<file path="src/rtl/otter_pkg.sv">
`default_nettype none
// ============================================================================
// Module : otter_pkg
// Opcode, SYSTEM funct3 and FSM state encodings shared by the OTTER CU.
// Rev    : 1.0  initial release
// ============================================================================
package otter_pkg;

  typedef enum logic [6:0] {
    OPC_LUI    = 7'b0110111,
    OPC_AUIPC  = 7'b0010111,
    OPC_JAL    = 7'b1101111,
    OPC_JALR   = 7'b1100111,
    OPC_BRANCH = 7'b1100011,
    OPC_LOAD   = 7'b0000011,
    OPC_STORE  = 7'b0100011,
    OPC_OP_IMM = 7'b0010011,
    OPC_OP     = 7'b0110011,
    OPC_SYSTEM = 7'b1110011
  } opcode_t;

  typedef enum logic [2:0] {
    F3_PRIV   = 3'b000,
    F3_CSRRW  = 3'b001,
    F3_CSRRS  = 3'b010,
    F3_CSRRC  = 3'b011,
    F3_CSRRWI = 3'b101,
    F3_CSRRSI = 3'b110,
    F3_CSRRCI = 3'b111
  } funct3_system_t;

  localparam logic [11:0] MRET_FUNC12 = 12'h302;

  typedef enum logic [1:0] {
    ST_FETCH   = 2'd0,
    ST_EXECUTE = 2'd1,
    ST_WB      = 2'd2,
    ST_INTER   = 2'd3
  } cu_state_t;

  function automatic logic is_known_opcode(input logic [6:0] op);
    case (op)
      OPC_LUI, OPC_AUIPC, OPC_JAL, OPC_JALR, OPC_BRANCH,
      OPC_LOAD, OPC_STORE, OPC_OP_IMM, OPC_OP, OPC_SYSTEM: is_known_opcode = 1'b1;
      default:                                               is_known_opcode = 1'b0;
    endcase
  endfunction

endpackage
`default_nettype wire

</file>
<file path="src/rtl/irq_prio_pending.sv">
`default_nettype none
// ============================================================================
// Module : irq_prio_pending
// Sticky interrupt pending register with enable mask and lowest-index priority.
// Rev    : 1.0  initial release
// ============================================================================
module irq_prio_pending
  import otter_pkg::*;
#(
  parameter int NUM_IRQ = 1,
  parameter int IRQW    = 1
) (
  input  logic               clk,
  input  logic               rst,
  input  logic [NUM_IRQ-1:0] irq,
  input  logic [NUM_IRQ-1:0] clr,
  input  logic               enable,
  output logic               any_pending,
  output logic [IRQW-1:0]    index
);

  logic [NUM_IRQ-1:0] pending;
  logic [NUM_IRQ-1:0] masked;

  // Set has priority over clear so a line still asserted during its ack stays pending.
  always_ff @(posedge clk) begin
    if (rst) begin
      pending <= '0;
    end else begin
      pending <= (pending & ~clr) | irq;
    end
  end

  // Requests arriving on the completion cycle are eligible immediately.
  assign masked      = (pending | irq) & {NUM_IRQ{enable}};
  assign any_pending = |masked;

  always_comb begin
    index = '0;
    for (int i = NUM_IRQ - 1; i >= 0; i--) begin
      if (masked[i]) index = IRQW'(i);
    end
  end

endmodule
`default_nettype wire

</file>
<file path="src/rtl/otter_cu_fsm_mlat.sv">
`default_nettype none
// ============================================================================
// Module : otter_cu_fsm_mlat
// Multicycle OTTER control FSM with wait-state/ready memory timing and IRQs.
// Rev    : 1.0  initial release
// ============================================================================
module otter_cu_fsm_mlat
  import otter_pkg::*;
#(
  parameter int MEM_LATENCY = 1,
  parameter int USE_READY   = 0,
  parameter int NUM_IRQ     = 1,
  parameter int IRQW        = (NUM_IRQ > 1) ? $clog2(NUM_IRQ) : 1
) (
  input  logic               CU_CLK,
  input  logic               CU_RESET,
  input  logic [6:0]         CU_OPCODE,
  input  logic [2:0]         CU_FUNC3,
  input  logic [11:0]        CU_FUNC12,
  input  logic [NUM_IRQ-1:0] CU_INT,
  input  logic               CU_MIE,
  input  logic               CU_MEM_VALID,
  output logic               CU_PCWRITE,
  output logic               CU_REGWRITE,
  output logic               CU_MEMWRITE,
  output logic               CU_MEMREAD1,
  output logic               CU_MEMREAD2,
  output logic               CU_csrWrite,
  output logic               CU_mret,
  output logic               CU_intTaken,
  output logic [NUM_IRQ-1:0] CU_intCLR,
  output logic [IRQW-1:0]    CU_intCause,
  output logic               CU_busy
);

  localparam logic [3:0] LAST_CNT = 4'(MEM_LATENCY - 1);

  cu_state_t          state;
  cu_state_t          state_next;
  logic [3:0]         cnt;
  logic               done;
  logic               cnt_run;
  logic               complete;
  logic               is_mret;
  logic               is_csrrw;
  logic               any_pending;
  logic [IRQW-1:0]    pend_index;
  logic [IRQW-1:0]    cause;

  logic               pcwrite;
  logic               regwrite;
  logic               memwrite;
  logic               memread1;
  logic               memread2;
  logic               csr_write;
  logic               mret;
  logic               int_taken;
  logic               busy;
  logic [NUM_IRQ-1:0] int_clr;
  logic [NUM_IRQ-1:0] int_clr_out;

  assign done     = (USE_READY != 0) ? CU_MEM_VALID : (cnt == LAST_CNT);
  assign is_mret  = (CU_OPCODE == OPC_SYSTEM) && (CU_FUNC3 == F3_PRIV) && (CU_FUNC12 == MRET_FUNC12);
  assign is_csrrw = (CU_OPCODE == OPC_SYSTEM) && (CU_FUNC3 == F3_CSRRW);

  irq_prio_pending #(
    .NUM_IRQ (NUM_IRQ),
    .IRQW    (IRQW)
  ) u_irq (
    .clk         (CU_CLK),
    .rst         (CU_RESET),
    .irq         (CU_INT),
    .clr         (int_clr_out),
    .enable      (CU_MIE),
    .any_pending (any_pending),
    .index       (pend_index)
  );

  always_ff @(posedge CU_CLK) begin
    if (CU_RESET) begin
      state <= ST_FETCH;
      cnt   <= '0;
      cause <= '0;
    end else begin
      state <= state_next;
      if (state_next != state) begin
        cnt <= '0;
      end else if (cnt_run) begin
        cnt <= cnt + 4'd1;
      end
      if (complete && any_pending) begin
        cause <= pend_index;
      end
    end
  end

  always_comb begin
    state_next = state;
    cnt_run    = 1'b0;
    complete   = 1'b0;
    pcwrite    = 1'b0;
    regwrite   = 1'b0;
    memwrite   = 1'b0;
    memread1   = 1'b0;
    memread2   = 1'b0;
    csr_write  = 1'b0;
    mret       = 1'b0;
    int_taken  = 1'b0;
    busy       = 1'b0;
    int_clr    = '0;

    case (state)
      ST_FETCH: begin
        memread1 = 1'b1;
        busy     = !done;
        cnt_run  = 1'b1;
        if (done) state_next = ST_EXECUTE;
      end

      ST_EXECUTE: begin
        case (CU_OPCODE)
          OPC_LOAD: begin
            memread2 = 1'b1;
            busy     = !done;
            cnt_run  = 1'b1;
            if (done) state_next = ST_WB;
          end
          OPC_STORE: begin
            memwrite = 1'b1;
            busy     = !done;
            cnt_run  = 1'b1;
            if (done) begin
              pcwrite  = 1'b1;
              complete = 1'b1;
            end
          end
          default: begin
            pcwrite   = 1'b1;
            complete  = 1'b1;
            regwrite  = is_known_opcode(CU_OPCODE) && (CU_OPCODE != OPC_BRANCH) && !is_mret;
            csr_write = is_csrrw;
            mret      = is_mret;
          end
        endcase
      end

      ST_WB: begin
        regwrite = 1'b1;
        pcwrite  = 1'b1;
        complete = 1'b1;
      end

      ST_INTER: begin
        pcwrite    = 1'b1;
        int_taken  = 1'b1;
        state_next = ST_FETCH;
        for (int i = 0; i < NUM_IRQ; i++) begin
          int_clr[i] = (cause == IRQW'(i));
        end
      end

      default: state_next = ST_FETCH;
    endcase

    if (complete) begin
      state_next = any_pending ? ST_INTER : ST_FETCH;
    end
  end

  // Reset blanks every strobe in the same cycle, including mid-phase requests.
  assign int_clr_out = int_clr & {NUM_IRQ{!CU_RESET}};
  assign CU_PCWRITE  = pcwrite   & !CU_RESET;
  assign CU_REGWRITE = regwrite  & !CU_RESET;
  assign CU_MEMWRITE = memwrite  & !CU_RESET;
  assign CU_MEMREAD1 = memread1  & !CU_RESET;
  assign CU_MEMREAD2 = memread2  & !CU_RESET;
  assign CU_csrWrite = csr_write & !CU_RESET;
  assign CU_mret     = mret      & !CU_RESET;
  assign CU_intTaken = int_taken & !CU_RESET;
  assign CU_busy     = busy      & !CU_RESET;
  assign CU_intCLR   = int_clr_out;
  assign CU_intCause = CU_RESET ? '0 : cause;

endmodule
`default_nettype wire
</file>
<file path="config.mk">
export PLATFORM = sky130hd
export DESIGN_NAME = otter_cu_fsm_mlat
export DESIGN_NICKNAME = d
export VERILOG_FILES = /design/src/rtl/otter_pkg.sv /design/src/rtl/irq_prio_pending.sv /design/src/rtl/otter_cu_fsm_mlat.sv
export SDC_FILE = /design/constraint.sdc
export NUM_CORES = 1
export LEC_CHECK = 0
export BUFFER_PORTS_ARGS = -buffer_cell sky130_fd_sc_hd__buf_2
export CAP_MARGIN = 20
export CORE_ASPECT_RATIO = 0.7
export CORE_MARGIN = 2
export CORE_UTILIZATION = 33
export CTS_CLUSTER_DIAMETER = 30
export DETAILED_ROUTE_END_ITERATION = 8
export GPL_TIMING_DRIVEN = 0
export HOLD_SLACK_MARGIN = 0.08
export PLACE_DENSITY = 0.68
export SYNTH_ARGS = -nofsm -noshare
export SYNTH_HDL_FRONTEND = slang
export SYNTH_SLANG_ARGS = --single-unit
</file>
<file path="constraint.sdc">
create_clock -name CU_CLK -period 2.8 [get_ports CU_CLK]
set_clock_uncertainty 0.1 [all_clocks]
set_input_delay 0.14 -clock CU_CLK [delete_from_list [all_inputs] [get_ports CU_CLK]]
set_output_delay 0.14 -clock CU_CLK [all_outputs]
set_load 0.02 [all_outputs]
</file>
# Word-level counts from Yosys, hierarchy flattened
# Index checks and enable logic that the tools add are counted.
totals:
  regBits: 7
  in_bits: 27
  output_inout_bits: 11
  elab_cells: 79
op_classes:
  n_addsub: 1
  eq_ne: 17
  mux: 29
  n_bitwise: 14
  reduce_logical: 15
op_table:
  columns: ["operator", "count"]
  rows:
  - ["7-bit equality test, second input constant", 4]
  - ["7-bit by 6-bit equality test with 1-bit output, second input constant", 3]
  - ["1-bit two-way mux", 17]
  - ["7-bit by 5-bit equality test with 1-bit output, second input constant", 2]
  - ["12-bit by 10-bit equality test with 1-bit output, second input constant", 1]
  - ["1-bit case mux with 2 select lines", 6]
  - ["1-bit bitwise AND", 11]
  - ["2-bit two-way mux", 5]
  - ["10-bit OR reduction", 1]
  - ["7-bit by 2-bit equality test with 1-bit output, second input constant", 1]
  - ["7-bit != test, second input constant", 1]
  - ["2-bit case mux with 3 select lines", 1]
  - ["2-bit OR reduction", 3]
  - ["1-bit logical AND", 5]
  - ["4-bit by 1-bit adder with 4-bit output, second input constant", 1]
  - ["2-bit equality test, second input constant", 2]
  - ["4-bit logical NOT", 1]
  - ["3-bit by 1-bit equality test with 1-bit output, second input constant", 1]
  - ["1-bit logical NOT", 3]
  - ["3-bit logical NOT", 1]
  - ["2-bit by 1-bit equality test with 1-bit output, second input constant", 1]
  - ["2-bit logical NOT", 1]
  - ["2-bit != test", 1]
  - ["1-bit bitwise OR", 2]
  - ["1-bit NOT", 1]

# Logic depth before layout (Yosys ltp)
# Gate-level depths: netlist of run 1.
logic_depth:
  word_depth: 10
  ltp_mapped: 8
  depth_no_buf: 7

# Cells and area by module
# Synthesis of run 1 repeated with hierarchy kept, for this count alone.
unflattened:
  hier_cells: 110
  area_unflattened_um2: 854.6
by_module_without_submodules:
  columns: ["module", "n_inst", "cells_each", "area_each_um2", "seq_area_each_um2"]
  rows:
  - ["otter_cu_fsm_mlat", 1, 103, 797.0, 140.1]
  - ["irq_prio_pending", 1, 7, 57.6, 20.0]

# Worst setup path after synthesis of run 1
# OpenSTA, ideal clock, no wires.
synth_path:
  path_type: "register to output"
  start: "reg state[0]"
  end: "out CU_busy"
  arrival_ps: 1961
  required_time_ps: 2560
  slack_ps: 599
  path_stages_with_launch: 6
  n_path_buf: 1
  cell_sequence: "dfxtp_1 ha_1 buf_2 or4b_1 o21bai_2 nor3b_1"
synth_between:
  elab_chain_len: 3
  word_cells_on_any_way: 4
  cone_classes: "eq/ne (1); mux (1); bitwise (1); reduce/logical (1)"
synth_rtl:
  columns: ["element", "line", "text"]
  rows:
  - ["start, declared", "otter_cu_fsm_mlat.sv:38", "cu_state_t state;"]
  - ["start signal, assigned", "otter_cu_fsm_mlat.sv:85", "state <= state_next;"]
  - ["2-bit by 1-bit equality test with 1-bit output or 2-bit logical NOT (tied branches)", "otter_cu_fsm_mlat.sv:112", "case (state)"]
  - ["1-bit case mux with 2 select lines (*)", "otter_cu_fsm_mlat.sv:112", null]
  - ["1-bit bitwise AND (*)", "otter_cu_fsm_mlat.sv:180", "assign CU_busy = busy & !CU_RESET;"]
  - ["end, declared", "otter_cu_fsm_mlat.sv:33", "output logic CU_busy"]
# Mark *: on every way between the ends. The rest lies on a longest branch, timed or not.

# Worst setup path in the final report of run 1
# Ends and elaborated chain as after synthesis.

==> flow_metrics.tcl, run 1 <==
set metrics [dict create \
    outcome "finished clean" \
    finalSetupViolations 0 \
    seq_power_share_pct 19.8 \
    grt_util_met3_pct 3.60 \
    period_minus_slack_ns 2.51 \
    die_x_um 65.0 \
    final_util_pct 45.8 \
    setup_tns_ns 0 \
    grt_max_degree 11 \
    pre_cts_slack_ns 0.520 \
    whs_path_depth 4 \
    grt_pass1_vias 929 \
    pwr-share-comb_pct 63.3 \
    synth_cell_types 47 \
    postRouteAntennaNets 0 \
    reg2reg_slack_ns 0.55 \
    root_buffer "clkbuf_8" \
    dieArea_um2 3040 \
    grt_pass1_wl_mm 3.95 \
    startpoint "state[0]" \
    chipHeight_um 46.7 \
    synth_cells 106 \
    relSlewSlack_pct 65.3 \
    async_flop_share_pct 0 \
    vias 951 \
    multi_input_area_um2 656 \
    switching_power_mw 0.370 \
    grt-busiest-layer "met2" \
    syn_area_um2 861 \
    tritoncts "done" \
    p_sw_share_pct 45.0 \
    rows 15 \
    worstPathMaxFanout 10 \
    synth_ff_type "dfxtp_1" \
    final.setup.worst_slack_ns 0.294 \
    register_area_um2 140 \
    area_delta_synth_final_pct 31.7 \
    grt_util_all_layers_pct 16.7 \
    rr_worst_depth 7 \
    startpoint_type "flip-flop" \
    clock_path_buffers 2 \
    gp_congestion 0.761 \
    path_clk_slew_ns 0.04 \
    post-route-period-util_pct 89.5 \
    io_buffers 35 \
    p_int_mw 0.452 \
    overflow 0 \
    viasPerCell 5.28 \
    synth_edf_count 0 \
    seq_area_frac_synth_pct 16.3 \
    yosysWarnings 0 \
    wl_per_cell_um 12.6 \
    final_common_cell "buf_2" \
    core_area_um2 2480 \
    antenna_found_initial 0 \
    hold_class "in -> reg" \
    nets 180 \
    end_kind "output port" \
    design_area_um2 1130 \
    start_util_pct 34.7 \
    drive_gt1_share_pct 35.6 \
    crit_required_ns 2.56 \
    htree_levels 1 \
    clock_latency_ns 0.22 \
    stdcell_count 180 \
    hold_viol 0 \
    drt_iter0_drc 63 \
    clock_power_share_pct 16.9 \
    synth.avg_cell_area_um2 8.12 \
    ir_worst_vdd_uv 209 \
    r2r-end "cnt[0]" \
    met2_usage_pct 30.3 \
    worst_pin_slew_ns 0.519 \
    drc 0 \
    r2r_start "state[0]" \
    final_cell_mix "36 x buf_2, 11 x nor2_1, 7 x nor3_1, 7 x dfxtp_1" \
    p_leak_nw 0.527 \
    endpoint "CU_busy" \
    diodes 0 \
    cp_data_arrival_time_ns 2.27 \
    io_pins 38 \
    drtPass1Iterations 5 \
    drv_cap 0 \
    placed_cell_area_um2 1080 \
    cts_buffers 3 \
    dp_cells 175 \
    ys_seq_elements 7 \
    critical_path_class "reg -> out" \
    rsz0062_at_grt "false" \
    cts_sinks 7 \
    wl_mm 2.27 \
    final_max_slew_viol_count 0 \
    grt_use_met1_pct 20.5 \
    fillCellCount 265 \
    place_hpwl_mm 1.84 \
    syn-num-nets 139 \
    powerDensity_nw_per_um2 725 \
    fmax_mhz 399 \
]
layer usage:
metal,vias to the layer above,share of wire (%)
met3,2,5.8
met4,0,0.62
met5,-,0
met2,35,49
met1,448,45
li1,466,-
flip-flops by register name (all words and copies together), names as in the netlist:
register / cells
cnt: 4
u_irq.pending: 1
state: 2
cells in the mapped netlist (all sizes together) (2+ instances only):
library cell / number / area (um2)
xor2: 2 / 17.5
mux2i: 2 / 20.0
and3: 4 / 25.0
a21oi: 3 / 15.0
nor4b: 3 / 26.3
o21a: 2 / 15.0
nor2: 11 / 41.3
buf: 5 / 38.8
nand4: 2 / 12.5
inv: 6 / 22.5
nand3b: 2 / 27.5
nand2: 6 / 22.5
dfxtp: 7 / 140
o21ai: 3 / 15.0
nor3b: 3 / 22.5
a21o: 2 / 15.0
nor3: 9 / 61.3
ha: 6 / 75.1
nand2b: 3 / 18.8
nor4: 5 / 67.6
final cells by class:
type / count / area share, %
Sequential cell: 7 / 12.4
Tap cell: 34 / 3.75
Clock buffer: 4 / 3.97
Buffer: 6 / 3.75
Inverter: 6 / 1.99
Timing Repair Buffer: 36 / 16.3
Multi-Input combinational cell: 87 / 57.8
how the worst min path moves through the flow:
stage,from,end
floorplan,CU_INT,u_irq.pending
global placement,CU_INT,u_irq.pending
detailed placement,CU_INT,u_irq.pending
CTS,CU_MIE,state[1]
global route,CU_MIE,state[1]
finish,CU_MIE,state[1]
critical path, cell delays in order (launching register included):
cell,delay [ns]
dfxtp_1,0.49
ha_1,0.19
buf_2,0.19
or4b_1,0.47
o21bai_2,0.28
nor3b_1,0.22
buf_2,0.19
per-stage QoR:
step | total power, mW | hold WS, ns
after floorplan | 0.552 | 0.157
after global placement | 0.655 | 0.265
after detailed placement | 0.678 | 0.280
after CTS | 0.822 | 0.257
after global routing | 0.894 | 0.311
final | 0.822 | 0.264
cells by family after synthesis:
| kind of cell | after synthesis | synth area share, % |
|---|---|---|
| AND/OR/NAND/NOR | 56 | 45.3 |
| XOR/XNOR | 3 | 3.05 |
| adder cells (fa/ha/maj) | 6 | 8.72 |
| AO/OA/AOI/OAI | 19 | 16.3 |
| buffers and inverters | 12 | 7.56 |
| flip-flops | 7 | 16.3 |
| other | 1 | 0.436 |
| multiplexers | 2 | 2.33 |
power groups by stage:
stage               sequential, mW  clock [mW]  combinational (mW)
floorplan                    0.152           0               0.400
CTS                          0.161       0.142               0.518
finish                       0.162       0.139               0.520
detailed placement           0.164           0               0.514
global placement             0.161           0               0.494
global route                 0.167       0.150               0.577
what timing repair did:
| action | 4_1_cts | 5_1_grt |
|---|---|---|
| endpoints found under the setup margin | 0 | 0 |
| hold endpoints to repair | 1 | 0 |
| buffers inserted | 0 | 0 |
| hold buffers | 1 | 0 |
| gates resized for setup | 0 | 0 |
No activity file was read; power rests on OpenSTA's default activity.
==> run 2: changes to the inputs <==
--- a/config.mk
+++ b/config.mk
@@ -9,12 +9,12 @@
 export CAP_MARGIN = 20
 export CORE_ASPECT_RATIO = 0.7
 export CORE_MARGIN = 2
-export CORE_UTILIZATION = 33
-export CTS_CLUSTER_DIAMETER = 30
+export CORE_UTILIZATION = 45
+export CTS_CLUSTER_DIAMETER = 60
 export DETAILED_ROUTE_END_ITERATION = 8
 export GPL_TIMING_DRIVEN = 0
 export HOLD_SLACK_MARGIN = 0.08
-export PLACE_DENSITY = 0.68
+export PLACE_DENSITY = 0.77
 export SYNTH_ARGS = -nofsm -noshare
 export SYNTH_HDL_FRONTEND = slang
 export SYNTH_SLANG_ARGS = --single-unit
==> flow_metrics.tcl, run 2 (synthesized netlist as in run 1, its figures left out) <==
set metrics [dict create \
    outcome "finished clean" \
    drc 0 \
    hold_viol 0 \
    multi_input_area_um2 656 \
    hold_class "in -> reg" \
    rows 13 \
    start_util_pct 47.3 \
    chipHeight_um 40.6 \
    clock_latency_ns 0.25 \
    p_int_mw 0.410 \
    die_x_um 56.3 \
    place_hpwl_mm 1.85 \
    final_max_slew_viol_count 0 \
    seq_power_share_pct 20.8 \
    postRouteAntennaNets 0 \
    nets 180 \
    tritoncts "done" \
    path_clk_slew_ns 0.05 \
    grt_max_degree 11 \
    drt_iter0_drc 23 \
    layout_top_registers "cnt: 4 flops, state: 2 flops, u_irq.pending: 1 flops" \
    pwr-share-comb_pct 67.2 \
    crit_required_ns 2.56 \
    core_area_um2 1820 \
    startpoint_type "flip-flop" \
    wl_mm 2.25 \
    p_sw_share_pct 47.5 \
    rsz0062_at_grt "false" \
    powerDensity_nw_per_um2 709 \
    cts_sinks 7 \
    register_area_um2 140 \
    final_cell_mix "36 x buf_2, 11 x nor2_1, 7 x nor3_1, 7 x dfxtp_1" \
    slowest_stage "dfxtp_1" \
    relSlewSlack_pct 62.2 \
    io_buffers 35 \
    final_common_cell "buf_2" \
    diodes 0 \
    clock_path_buffers 2 \
    worstPathMaxFanout 10 \
    grt_pass1_wl_mm 3.37 \
    htree_levels 1 \
    fillCellCount 177 \
    drtPass1Iterations 4 \
    drv_cap 0 \
    worst_pin_slew_ns 0.567 \
    critPathMostFrequentCell "buf_2" \
    finalSetupViolations 0 \
    cts_buffers 3 \
    period_minus_slack_ns 2.54 \
    drive_gt1_share_pct 35.6 \
    fmax_mhz 394 \
    dieArea_um2 2280 \
    grt_pass1_vias 785 \
    antenna_found_initial 0 \
    clock_power_share_pct 12.0 \
    largest_reg_flops 4 \
    cp_data_arrival_time_ns 2.30 \
    overflow 0 \
    root_buffer "clkbuf_4" \
    crit_chain "ha_1 > buf_2 > or4b_1 > o21bai_2 > nor3b_1 > buf_2" \
    viasPerCell 5.62 \
    stdcell_count 168 \
    gp_congestion 0.882 \
    io_pins 38 \
    post-route-period-util_pct 90.6 \
    end_kind "output port" \
    switching_power_mw 0.370 \
    ir_worst_vdd_uv 389 \
    wl_per_cell_um 13.4 \
    area_delta_synth_final_pct 27.8 \
    p_leak_nw 0.519 \
    post_cts_resized 0 \
    grt_util_all_layers_pct 19.6 \
    dp_cells 163 \
    slowest_delay_ns 0.50 \
    cts_setup_buffers 0 \
    setup_tns_ns 0 \
    vias 944 \
    largest_register "cnt" \
    critical_path_class "reg -> out" \
]
run 2: cell counts in the layout (fill, tap and decap cells not counted):
No cell type changed its count.
run 2: path summary, 6_finish.rpt:
kind,cells past startpoint,slack (ns),end,startpoint
min reg2reg,2,0.39,u_irq.pending,u_irq.pending
max,6,0.26,CU_busy,state[0]
max reg2reg,7,0.55,cnt[3],state[0]
min,4,0.22,state[1],CU_MIE
run 2: power groups by stage:
stage	Clock (mW)	Combinational (mW)	Sequential (mW)
after floorplan	0	0.400	0.152
after global placement	0	0.499	0.160
after detailed placement	0	0.521	0.163
after CTS	0.0981	0.523	0.160
after global routing	0.107	0.577	0.165
final	0.0938	0.524	0.162
run 2: final cells by class:
cell class,instances,area share [%]
tap,22,2.50
clock buffer,4,2.39
multi-input combinational,87,59.6
buffer,6,3.87
timing repair buffer,36,16.8
inverter,6,2.05
sequential,7,12.7
run 2: worst max-delay path: cells and delay by family, from the launching register on:
| family | cells | cell delay, ns |
|---|---|---|
| buffers and inverters | 2 | 0.38 |
| DFF | 1 | 0.50 |
| adders and majority gates | 1 | 0.19 |
| AOI/OAI and AO/OA | 1 | 0.27 |
| and+or+nand+nor | 2 | 0.70 |
run 2: routing by layer:
metal	share of wire, %	vias up	wire, um	global-route usage, %
li1	-	468	-	-
met1	48	453	1080	24.9
met2	47	23	1060	35.9
met3	4.9	0	111	5.81
met4	0	0	0	0
met5	0	-	0	0
run 2: repair_timing:
item | 4_1_cts | 5_1_grt
hold buffers | 1 | 0
setup endpoints to repair | 0 | 0
endpoints found under the hold margin | 1 | 0
run 2: per-stage QoR:
step / area [um2] / setup slack (ns) / utilization (%) / hold slack, ns / total power [mW]
floorplan: 861 / 0.599 / - / 0.157 / 0.552
global placement: 1060 / 0.584 / 58.4 / 0.263 / 0.659
detailed placement: 1060 / 0.556 / 58.4 / 0.275 / 0.684
CTS: 1100 / 0.280 / 60.4 / 0.217 / 0.782
global route: 1100 / 0.156 / 60.4 / 0.243 / 0.849
finish: 1100 / 0.264 / 60.4 / 0.221 / 0.780
==> run 3: changes to the inputs <==
--- a/config.mk
+++ b/config.mk
@@ -15,6 +15,7 @@
 export GPL_TIMING_DRIVEN = 0
 export HOLD_SLACK_MARGIN = 0.08
 export PLACE_DENSITY = 0.77
+export RECOVER_POWER = 25
 export SYNTH_ARGS = -nofsm -noshare
 export SYNTH_HDL_FRONTEND = slang
 export SYNTH_SLANG_ARGS = --single-unit
==> flow_metrics.tcl, run 3 (synthesized netlist as in run 1, its figures left out) <==
set metrics [dict create \
    worstPathMaxFanout 10 \
    area_delta_synth_final_pct 27.5 \
    clock_latency_ns 0.25 \
    cts-hold-fix-buffers 1 \
    grt_pass1_vias 785 \
    cts_buffers 3 \
    drt_iter0_drc 24 \
    cp_data_arrival_time_ns 2.30 \
    rows 13 \
    setup_tns_ns 0 \
    critical_path_class "reg -> out" \
    slowest_stage "dfxtp_1" \
    gp_congestion 0.882 \
    clock_path_buffers 2 \
    switching_power_mw 0.370 \
    core_area_um2 1820 \
    p_leak_nw 0.511 \
    slowest_delay_ns 0.50 \
    drtPass1Iterations 4 \
    cts_setup_buffers 0 \
    overflow 0 \
    crit_required_ns 2.56 \
    final_cell_mix "34 x buf_2, 11 x nor2_1, 7 x nor3_1, 7 x dfxtp_1" \
    final_max_slew_viol_count 0 \
    nets 180 \
    grt_max_degree 11 \
    drv_cap 0 \
    end_kind "output port" \
    finalSetupViolations 0 \
    wl_mm 2.25 \
    fmax_mhz 394 \
    die_x_um 56.3 \
    pwr-share-comb_pct 67.2 \
    period_minus_slack_ns 2.54 \
    io_pins 38 \
    start_util_pct 47.3 \
    ir_worst_vdd_uv 389 \
    drive_gt1_share_pct 34.2 \
    final_common_cell "buf_2" \
    crit_chain "ha_1 > buf_2 > or4b_1 > o21bai_2 > nor3b_1 > buf_2" \
    cts_sinks 7 \
    largest_reg_flops 4 \
    dp_cells 163 \
    wl_per_cell_um 13.4 \
    htree_levels 1 \
    seq_power_share_pct 20.8 \
    root_buffer "clkbuf_4" \
    grt_util_all_layers_pct 19.6 \
    post_cts_resized 0 \
    postRouteAntennaNets 0 \
    antenna_found_initial 0 \
    post-route-period-util_pct 90.6 \
    clock_power_share_pct 12.0 \
    p_int_mw 0.409 \
    largest_register "cnt" \
    pre_cts_slack_ns 0.556 \
    place_hpwl_mm 1.85 \
    p_sw_share_pct 47.5 \
    viasPerCell 5.62 \
    worst_pin_slew_ns 0.567 \
    rsz0062_at_grt "false" \
    stdcell_count 168 \
    startpoint_type "flip-flop" \
    rr_worst_depth 7 \
    vias 944 \
    final.setup.worst_slack_ns 0.264 \
    chipHeight_um 40.6 \
    tritoncts "done" \
    io_buffers 35 \
    dieArea_um2 2280 \
    hold_class "in -> reg" \
    path_clk_slew_ns 0.05 \
    whs_path_depth 4 \
    hold_viol 0 \
    grt_pass1_wl_mm 3.37 \
    diodes 0 \
    relSlewSlack_pct 62.2 \
    layout_top_registers "cnt: 4 flops, state: 2 flops, u_irq.pending: 1 flops" \
    drc 0 \
    powerDensity_nw_per_um2 710 \
    critPathMostFrequentCell "buf_2" \
    fillCellCount 177 \
    outcome "finished clean" \
]
## run 3: layout make-up
class                           count  area [um2]  share of cell area [%]
Timing Repair Buffer               36         183                    16.6
Clock buffer                        4        26.3                    2.39
Multi-Input combinational cell     87         656                    59.7
Buffer                              6        42.5                    3.88
Tap cell                           22        27.5                    2.51
Sequential cell                     7         140                    12.8
Inverter                            6        22.5                    2.05
## run 3: worst paths after layout
kind	startpoint	end	slack, ns
max	state[0]	CU_busy	0.26
min reg2reg	u_irq.pending	u_irq.pending	0.39
min	CU_MIE	state[1]	0.22
max reg2reg	state[0]	cnt[3]	0.55
## run 3: power by group through the flow
| stage | registers, mW | clock network [mW] | logic [mW] |
|---|---|---|---|
| after floorplan | 0.152 | 0 | 0.400 |
| after global placement | 0.160 | 0 | 0.499 |
| after detailed placement | 0.163 | 0 | 0.521 |
| after CTS | 0.160 | 0.0981 | 0.523 |
| after global routing | 0.165 | 0.107 | 0.577 |
| final | 0.162 | 0.0938 | 0.524 |
## run 3: metrics by stage
step | util [%] | hold WS, ns | area [um2] | total power [mW]
2_1_floorplan | - | 0.157 | 861 | 0.552
5_1_grt | 60.2 | 0.243 | 1100 | 0.849
3_5_place_dp | 58.4 | 0.275 | 1060 | 0.684
4_1_cts | 60.4 | 0.217 | 1100 | 0.782
6_report | 60.2 | 0.221 | 1100 | 0.779
3_3_place_gp | 58.4 | 0.263 | 1060 | 0.659
## run 3: critical path: cells and delay by family (launching register included)
family	cells	cell delay (ns)
buffers and inverters	2	0.38
AND/OR/NAND/NOR	2	0.70
adder cells (fa/ha/maj)	1	0.19
AO/OA/AOI/OAI	1	0.27
flip-flops	1	0.50
## run 3: metal layers
metal / GRT usage, % / wire length [um] / part of all wire, % / vias to the layer above
met5: 0 / 0 / 0 / -
met4: 0 / 0 / 0 / 0
met3: 5.81 / 113 / 5.0 / 0
met2: 35.9 / 1060 / 47 / 23
met1: 24.9 / 1080 / 48 / 453
li1: - / - / - / 468
